**config.mk**
```make
export PLATFORM = sky130hd
export DESIGN_NAME = lfsr_pattern_ctrl
export DESIGN_NICKNAME = d
export VERILOG_FILES = /design/src/rtl/lfsr_pattern_ctrl.sv
export SDC_FILE = /design/constraint.sdc
export NUM_CORES = 1
export LEC_CHECK = 0
export BUFFER_PORTS_ARGS = -buffer_cell sky130_fd_sc_hd__clkbuf_2
export CAP_MARGIN = 25
export CORE_AREA = 5 5 76 78
export DETAILED_ROUTE_END_ITERATION = 12
export DIE_AREA = 0 0 81 83
export PLACE_DENSITY = 0.77
export SETUP_SLACK_MARGIN = 0.05
export SLEW_MARGIN = 20
export SYNTH_ARGS = -nofsm -noshare
export SYNTH_HDL_FRONTEND = slang
export SYNTH_SLANG_ARGS = --single-unit
```
**constraint.sdc**
```tcl
create_clock -name clk -period 2.28 [get_ports clk]
set_input_delay 0.114 -clock clk [delete_from_list [all_inputs] [get_ports clk]]
set_output_delay 0.114 -clock clk [all_outputs]
set_load 0.02 [all_outputs]
```
**src/rtl/lfsr_pattern_ctrl.sv**
```systemverilog
// Burst sequencer for an external WIDTH-bit XNOR LFSR: seed load, back-pressured stepping, bit framing.
// Optional period detector enabled by defining PERIOD_CHECK_EN.
module lfsr_pattern_ctrl #(
    parameter int WIDTH = 4,
    parameter int CNT_W = 16
) (
    input  logic             clk,
    input  logic             reset,
    input  logic             start,
    input  logic [WIDTH-1:0] seed,
    input  logic [CNT_W-1:0] num_bits,
    input  logic             abort,
    input  logic             line_ready,
    output logic             busy,
    output logic             done,
    output logic [CNT_W-1:0] bits_sent,
    output logic             line_bit,
    output logic             line_valid,
    output logic             lfsr_load,
    output logic [WIDTH-1:0] lfsr_seed,
    output logic             lfsr_enable,
    input  logic             lfsr_lineout,
    input  logic [WIDTH-1:0] lfsr_state,
    output logic             period_hit,
    output logic [CNT_W-1:0] period_len
);

    // state   | meaning
    // S_IDLE  | waiting for start
    // S_LOAD  | LFSR loads the captured seed
    // S_RUN   | stepping the LFSR whenever the line is ready
    // S_DRAIN | last requested bit is on the line
    // S_DONE  | one-cycle completion pulse
    typedef enum logic [2:0] {
        S_IDLE  = 3'd0,
        S_LOAD  = 3'd1,
        S_RUN   = 3'd2,
        S_DRAIN = 3'd3,
        S_DONE  = 3'd4
    } state_t;

    state_t           state, state_nxt;
    logic [WIDTH-1:0] seed_q;
    logic [WIDTH-1:0] seed_fix;
    logic [CNT_W-1:0] remaining;
    logic [CNT_W-1:0] bits_cnt;
    logic             line_valid_q;
    logic             zero_done_q;
    logic             accept;
    logic             accept_zero;

    // All-ones locks an XNOR LFSR; nudge it to the nearest live state.
    assign seed_fix = (seed == {WIDTH{1'b1}}) ? {{(WIDTH-1){1'b1}}, 1'b0} : seed;

    always_comb begin
        state_nxt   = state;
        accept      = 1'b0;
        accept_zero = 1'b0;
        lfsr_enable = 1'b0;
        case (state)
            S_IDLE: begin
                if (start && !abort) begin
                    if (num_bits != '0) begin
                        accept    = 1'b1;
                        state_nxt = S_LOAD;
                    end else begin
                        accept_zero = 1'b1;
                    end
                end
            end
            S_LOAD:  state_nxt = abort ? S_IDLE : S_RUN;
            S_RUN: begin
                if (abort) begin
                    state_nxt = S_IDLE;
                end else begin
                    lfsr_enable = line_ready && (remaining != '0);
                    if (lfsr_enable && (remaining == CNT_W'(1))) state_nxt = S_DRAIN;
                end
            end
            S_DRAIN: state_nxt = abort ? S_IDLE : S_DONE;
            S_DONE:  state_nxt = S_IDLE;
            default: state_nxt = S_IDLE;
        endcase
    end

    always_ff @(posedge clk) begin
        if (reset) begin
            state        <= S_IDLE;
            seed_q       <= '0;
            remaining    <= '0;
            bits_cnt     <= '0;
            line_valid_q <= 1'b0;
            zero_done_q  <= 1'b0;
        end else begin
            state        <= state_nxt;
            line_valid_q <= lfsr_enable;
            zero_done_q  <= accept_zero;
            if (accept) begin
                seed_q    <= seed_fix;
                remaining <= num_bits;
                bits_cnt  <= '0;
            end else if (accept_zero) begin
                bits_cnt <= '0;
            end else begin
                if (lfsr_enable) remaining <= remaining - CNT_W'(1);
                if (line_valid_q) bits_cnt <= bits_cnt + CNT_W'(1);
            end
        end
    end

    assign busy       = (state == S_LOAD) || (state == S_RUN) || (state == S_DRAIN);
    assign done       = (state == S_DONE) || zero_done_q;
    assign bits_sent  = bits_cnt;
    assign line_valid = line_valid_q;
    assign line_bit   = lfsr_lineout & line_valid_q;
    assign lfsr_load  = (state == S_LOAD);
    assign lfsr_seed  = seed_q;

`ifdef PERIOD_CHECK_EN
    logic [CNT_W-1:0] step_cnt;
    logic [CNT_W-1:0] period_q;
    logic             hit_q;
    logic             found_q;

    // step_cnt and lfsr_state advance on the same edge, so they always describe the same step.
    always_ff @(posedge clk) begin
        if (reset) begin
            step_cnt <= '0;
            period_q <= '0;
            hit_q    <= 1'b0;
            found_q  <= 1'b0;
        end else begin
            hit_q <= 1'b0;
            if (state == S_LOAD) begin
                step_cnt <= '0;
                period_q <= '0;
                found_q  <= 1'b0;
            end else begin
                if (lfsr_enable) step_cnt <= step_cnt + CNT_W'(1);
                if (!found_q && ((state == S_RUN) || (state == S_DRAIN)) &&
                    (step_cnt != '0) && (lfsr_state == seed_q)) begin
                    found_q  <= 1'b1;
                    hit_q    <= 1'b1;
                    period_q <= step_cnt;
                end
            end
        end
    end

    assign period_hit = hit_q;
    assign period_len = period_q;
`else
    logic unused_lfsr_state;
    assign unused_lfsr_state = ^lfsr_state;
    assign period_hit = 1'b0;
    assign period_len = '0;
`endif

endmodule

```
Word-level counts from Yosys, hierarchy flattened:

Index checks and enable logic that the tools add are counted.

* register bits: 41

* add/subtract/negate cells: 2
* eq/ne operators: 10
* muxes and demuxes: 19
* bitwise operators: 1
* reduce and logical (&&, ||, !) cells: 14

Operator list (number)
* 2-to-1 mux 16 bit: 3
* nonzero test 16 bit: 2
* adder 16 x 1 -> 16 bit (second input constant): 1
* == test 16 x 1 -> 1 bit (second input constant): 1
* subtractor 16 x 1 -> 16 bit (second input constant): 1
* 2-to-1 mux 3 bit: 5
* one-hot mux 3 bit (4 select lines): 1
* 2-to-1 mux 1 bit: 8
* == test 3 x 2 -> 1 bit (second input constant): 2
* inequality test 2 bit (second input constant): 3
* == test 4 bit (second input constant): 1
* 2-to-1 mux 4 bit: 1
* == test 3 x 1 -> 1 bit (second input constant): 1
* == test 3 bit (second input constant): 1
* logical AND 1 bit: 3
* zero test 3 bit: 1
* logical OR 1 bit: 3
* inequality test 3 bit (second input constant): 1
* AND reduction 3 bit: 1
* OR reduction 3 bit: 1
* 2-to-1 mux 2 bit: 1
* AND reduction 2 bit: 1
* nonzero test 2 bit: 1
* AND 1 bit: 1
* zero test 1 bit: 1

Logic depth before layout (Yosys ltp):

Gate-level depths: netlist of the first run.

* depth in word-level cells: 7
* depth in mapped cells: 8
* gate-level depth less buffers: 8

Worst setup path after synthesis of the first run:

Ideal clock, no wire load.

* kind: reg-to-reg
* from: reg remaining[0]
* to: reg remaining[13]
* library setup time: 0.086 ns
* arrival: 1.860 ns
* slack: 0.334 ns
* cell stages (with the launch flop): 8
* path buffers: 0
* path through: dfxtp_1 inv_1 ha_1 or3b_2 nor4_2 nor3_1 xnor2_1 a211oi_1

* longest elaborated chain between the ends: 6
* elaborated cells on any way between the ends: 10
* classes of those cells: add/sub: 1; mux: 5; reduce/logical: 4

Ends and longest elaborated chain
* start, declared: line 45 `logic [CNT_W-1:0] remaining;`
* start signal, assigned: line 100 `remaining <= num_bits;`
* start signal, assigned: line 105 `if (lfsr_enable) remaining <= remaining - CNT_W'(1);`
* branches (longest 6 deep; another with subtractor 16 x 1 -> 16 bit)

Several ways; the timed one is not identified. The select of a mux whose other input is x is not followed.
A chain may end at the register's enable or synchronous reset.

Worst setup path after layout of the first run:

* from: reg remaining[0]
* to: out lfsr_enable

* longest elaborated chain between the ends: 4

Ends and longest elaborated chain
* nonzero test 16 bit: line 76 `lfsr_enable = line_ready && (remaining != '0);`
* logical AND 1 bit: line 76
* 2-to-1 mux 1 bit: line 73 `if (abort) begin`
* 2-to-1 mux 1 bit: line 60 `case (state)`
* end, declared: line 21 `output logic lfsr_enable,`

Every way passes these cells.

==> flow_summary.toml, run 1 <==
[run_status]
status = "complete, no violations"

[pwr]
power_density_nw_per_um2 = 633.6
p_comb_share_pct = 15.3
p_sw_share_pct = 28.15
pwr-share-seq_pct = 47.4
p_leak_nw = 1.028
internal_power_w = 0.001167
switchingPower_w = 0.0004571
power.share.clock_pct = 37.3
ir_drop_mv = 0.3897
p_total_w = 0.001624

[hold_path]
min_to = "state[1]"
hold_depth = 2
min_path_type = "in -> reg"
min_from = "abort"

[global_routing]
grt_use_total_pct = 14.47
grt_pass1_wl_mm = 7.935
antenna_found_initial = 0
grt_max_degree = 31
grt_overflow = 0
grt_pass1_vias = 1749

[synth]
synth_async_sr_flop_share_pct = 0
synth.distinct_cells = 43
synth.largest_area_cell = "dfxtp_1"
ys_seq_area_share_pct = 38.18
muxShareOfSynthArea_pct = 0.4657
synthFlopType = "dfxtp_1"
avgSynthCellArea_um2 = 8.530
synthSimpleGateAreaFrac_pct = 29.98
synth_warnings = 0
synth_common_cells = "41 x dfxtp_1, 36 x nor2_1, 17 x buf_4"
synthCells = 252
synth_top_area_share_pct = 38.18
ys_seq_elements = 41
synth-compound-area-share_pct = 10.07
synthXorXnorAreaFrac_pct = 10.59
yosysMostFrequentCell = "dfxtp_1"
synth_edf_count = 0
syn_area_um2 = 2150
yosys.area_share.adder_pct = 1.746
synth_area_leaders = "dfxtp_1 38%, nor2_1 6.3%, buf_4 5.9%, xnor2_1 5.7%, xor2_1 4.9%"
synth_top_family_by_area = "simple AND/OR/NAND/NOR gates"

[worst_setup_path]
cp_num_buf_inv = 3
critical-path-top-delay-family = "simple AND/OR/NAND/NOR gates"
rr_worst_depth = 8
critPathSlowestCell = "dfxtp_1"
startpoint_type = "flip-flop"
reg2reg_from = "remaining[0]"
r2r_end = "remaining[5]"
endpoint_kind = "output pin"
regToRegSetupSlack_ns = 0.29
slowest_delay_ns = 0.37
arrival_ns = 1.97
critPathKind = "reg -> out"
worstPathMaxFanout = 6
crit_required_ns = 2.17
worstPathCellList = "inv_1, ha_1, nor3b_1, nand4_1, nand2_1, inv_2, clkbuf_2"

[route]
drc_errors = 0
ant_nets = 0
drt_iter0_drc = 139
wl_per_cell_um = 13.22
vias = 1888
avgViaCountPerCell = 5.048
dr.pass1.iters = 4
wl_mm = 4.945

[clocking]
clk_pin_slew_ns = 0.09
numCtsBuffers = 5
cts_tree = "built"
clock_path_buffers = 2
cts_root_buf = "clkbuf_8"
h-tree-depth = 2
clkLatencyLatePin_ns = 0.30
cts_num_sinks = 41
ctsHoldBuffers = 0

[final_layout]
multiInputGateArea_um2 = 1211
fin_nets = 336
register_area_um2 = 820.8
fillers = 503
n_antenna_cell = 0
drive_gt1_share_pct = 25.00
fin_area_um2 = 2562
area_growth_pct = 19.21

[sta]
drv_slew = 0
rsz0062_at_grt = "true"
setup_viol = 0
fin_skew_ns = 0.007652
max_freq_ghz = 0.4792
holdWs_ns = 0.02164
hold_viol = 0
timing.final.ws_setup_ns = 0.1930
relSlewSlack_pct = 36.67
tightest_slew_ns = 0.9480
min_period_ns = 2.087
post-route-period-util_pct = 91.54
fin_setup_tns_ns = 0

[floorplanning]
fp-row-count = 26
io_pins = 73
die_w_um = 81
die_h_um = 83
dieArea_um2 = 6723
coreArea_um2 = 5010
start_util_pct = 42.91

[placed_design]
dp_hpwl_mm = 3.638
dpl_cell_area_um2 = 2436
routabilityCongestion = 0.7943
pre_cts_ws_ns = 0.2706
portBuffers = 51

[flow_run]
cap_violations = 0
==> logic make-up after synthesis <==
group | after synthesis
and+or+nand+nor | 115
xor gates and xnor gates | 26
AOI/OAI and AO/OA | 32
other | 1
DFF | 41
muxes | 1
adders and majority gates | 3
buffers and inverters | 33
==> sequential cells by signal, indices dropped and copies added (netlist names) <==
signal	cells
bits_sent	16
remaining	16
lfsr_seed	4
state	3
line_valid	1
zero_done_q	1
==> cells in the final DEF (no fill, tap or decap), types with 2 or more instances in the layout <==
cell / n
and3_1: 2
a21oi_1: 11
clkbuf_8: 5
o311ai_0: 3
nor3b_1: 2
ha_1: 3
nor2b_1: 2
nand3_1: 12
nand4_1: 10
buf_4: 5
and4_1: 2
dfxtp_1: 41
or3_1: 2
nand2b_1: 2
xnor2_1: 14
nor2_1: 36
inv_1: 3
a211oi_1: 13
nor4_1: 8
clkbuf_2: 51
nor3_1: 7
nand2_1: 13
conb_1: 17
nor4_2: 4
and2_1: 2
xor2_1: 12
==> power by group through the flow <==
| stage | clock network [W] | logic [W] | registers, W |
|---|---|---|---|
| after floorplan | 0 | 0.000185 | 0.000782 |
| after global placement | 0 | 0.000237 | 0.000783 |
| after detailed placement | 0 | 0.000240 | 0.000783 |
| after CTS | 0.000614 | 0.000243 | 0.000767 |
| after global routing | 0.000648 | 0.000273 | 0.000773 |
| final | 0.000606 | 0.000249 | 0.000769 |
==> area by class of cell <==
type / instances / area share [%]
multi-input cells: 194 / 47.27
flip-flops and latches: 41 / 32.03
repair buffers: 57 / 12.21
well taps: 70 / 3.418
clock buffers: 5 / 2.686
clock inverters: 3 / 1.807
inverters: 4 / 0.5859
==> how the worst max path moves through the flow <==
stage	start	endpoint	slack (ns)	cells after the start
after global placement	remaining[0]	remaining[13]	0.33	8
after detailed placement	remaining[0]	remaining[11]	0.27	8
after global routing	remaining[0]	lfsr_enable	0.04	7
after CTS	remaining[4]	lfsr_enable	0.18	5
final	remaining[0]	lfsr_enable	0.19	7
after floorplan	remaining[0]	remaining[13]	0.33	7
==> routing by layer <==
layer | vias up | part of all wire [%] | track usage (%)
met5 | - | 0 | 0
met4 | 0 | 0.91 | 3.687
met3 | 6 | 5.7 | 4.113
met2 | 43 | 48 | 23.60
met1 | 877 | 45 | 18.55
li1 | 962 | - | -
==> repair_timing <==
item                       in CTS  in global routing
gates resized for setup         0                  2
setup endpoints to repair       0                  2
buffers inserted                0                  0
==> stage by stage <==
stage / cells / utilization, %
6_report: 374 / 51.15
5_1_grt: 374 / 51.15
2_1_floorplan: 268 / -
3_3_place_gp: 366 / 48.63
3_5_place_dp: 366 / 48.63
4_1_cts: 374 / 50.92
No activity file was read; power rests on OpenSTA's default activity.
==> inputs of run 2 (changes only) <==
Clock period 2.28 ns to 2.3 ns, I/O delays scaled along.
==> run 2 against run 1 <==
  * Die area is the same
  * Highest routed layer unchanged
  * Sequential power shrank 0.9%
  * Critical path type is now reg -> reg
  * Hold slack gained 0.028 ns
==> flow_summary.toml, run 2 (synthesis gave the netlist of run 1 again) <==
[run_status]
status = "complete, no violations"

[flow_run]
cap_violations = 0

[sta]
rsz0062_at_grt = "false"
post-route-period-util_pct = 88.43
max_freq_ghz = 0.4917
relSlewSlack_pct = 47.43
hold_viol = 0
fin_setup_tns_ns = 0
tightest_slew_ns = 0.7869
min_period_ns = 2.034
setup_viol = 0
drv_slew = 0
fin_skew_ns = 0.007075

[floorplanning]
coreArea_um2 = 5010
dieArea_um2 = 6723
fp-row-count = 26
die_w_um = 81
start_util_pct = 42.91
die_h_um = 83
io_pins = 73

[worst_setup_path]
arrival_ns = 2.24
crit_required_ns = 2.50
critPathSlowestCell = "or3b_2"
startpoint_type = "flip-flop"
regToRegSetupSlack_ns = 0.27
reg2reg_from = "remaining[0]"
r2r_end = "remaining[15]"
slowest_delay_ns = 0.53
startpoint = "remaining[0]"
worstPathMaxFanout = 5
worst_path_most_repeated_cell = "nor4_2"
critPathKind = "reg -> reg"
crit_end = "remaining[15]"
rr_worst_depth = 8
worstPathCellList = "inv_1, ha_1, or3b_2, nor4_2, buf_4, nor4_2, xnor2_1, a211oi_1"
endpoint_kind = "flip-flop"

[final_layout]
area_growth_pct = 18.74
n_antenna_cell = 0
drive_gt1_share_pct = 24.75
fin_cells = 373
final_cell_mix = "51 x clkbuf_2, 41 x dfxtp_1, 36 x nor2_1"
fin_nets = 335
fillers = 520
mostFrequentLayoutCell = "clkbuf_2"

[clocking]
post_cts_resized = 0
clock_path_buffers = 2
ctsHoldBuffers = 0
clkLatencyLatePin_ns = 0.29
cts_root_buf = "clkbuf_8"
cts_num_sinks = 41
cts_tree = "built"
post_cts_buffers = 0
h-tree-depth = 2
clk_pin_slew_ns = 0.08
numCtsBuffers = 5

[placed_design]
routabilityCongestion = 0.8125
portBuffers = 51
dp_cells = 365
dp_hpwl_mm = 3.639

[pwr]
ir_drop_mv = 0.3643
power_density_nw_per_um2 = 624.1
p_total_w = 0.001593
p_leak_nw = 1.020

[route]
ant_nets = 0
dr.pass1.iters = 4
wl_per_cell_um = 12.82
drc_errors = 0
vias = 1922
avgViaCountPerCell = 5.153
wl_mm = 4.780
drt_iter0_drc = 86

[global_routing]
grt_use_total_pct = 14.40
grt_overflow = 0
grt_pass1_vias = 1687
antenna_found_initial = 0
grt_max_degree = 31
grt_pass1_wl_mm = 7.845

[hold_path]
min_path_type = "in -> reg"
[run 2: cell count changes in the layout (fill, tap and decap cells not counted), sizes merged]
cell	change
buf	-1
[run 2: final cells by class]
cell class              count  area, um2  share of cell area, %
clock inverters             3      46.29                  1.814
repair buffers             56      305.3                  11.96
well taps                  70      87.58                  3.431
flip-flops and latches     41      820.8                  32.16
clock buffers               5      68.82                  2.696
multi-input cells         194       1209                  47.35
inverters                   4      15.01                 0.5882
[run 2: stage by stage]
step / hold WS, ns / area (um2) / utilization (%) / setup slack, ns
2_1_floorplan: 0.1918 / 2210 / - / 0.3542
3_3_place_gp: 0.3262 / 2429 / 48.48 / 0.3446
3_5_place_dp: 0.3337 / 2429 / 48.48 / 0.3026
4_1_cts: 0.01700 / 2544 / 50.77 / 0.2202
5_1_grt: 0.03881 / 2552 / 50.95 / 0.1007
6_report: 0.04915 / 2552 / 50.95 / 0.2661
[run 2: critical path, delay by kind of cell, from the launching register on]
kind	cells	cell delay, ns
simple gates	3	0.75
flops	1	0.37
buf+inv	2	0.26
compound gates	1	0.24
fa+ha+maj	1	0.20
xor+xnor	1	0.13
[run 2: report_power, final]
part	switching (W)	leakage, nW	internal, W
Clock	0.000263	0.0543	0.000325
Combinational	0.000147	0.632	0.0000964
Sequential	0.0000293	0.333	0.000733
[run 2: per-layer routing]
layer | routed length (um) | track usage, % | vias up
met2 | 2205 | 22.40 | 58
met5 | 0 | 0 | -
met4 | 86 | 4.916 | 0
met3 | 269 | 4.004 | 10
li1 | - | - | 964
met1 | 2218 | 18.91 | 890
[run 2: worst min-delay path by stage]
stage | from | end | slack, ns | cells past startpoint
2_1_floorplan | abort | state[1] | 0.19 | 1
3_3_place_gp | abort | state[1] | 0.33 | 2
3_5_place_dp | abort | state[1] | 0.33 | 2
4_1_cts | abort | state[1] | 0.02 | 2
5_1_grt | seed[3] | lfsr_seed[3] | 0.04 | 3
6_report | seed[2] | lfsr_seed[2] | 0.05 | 3
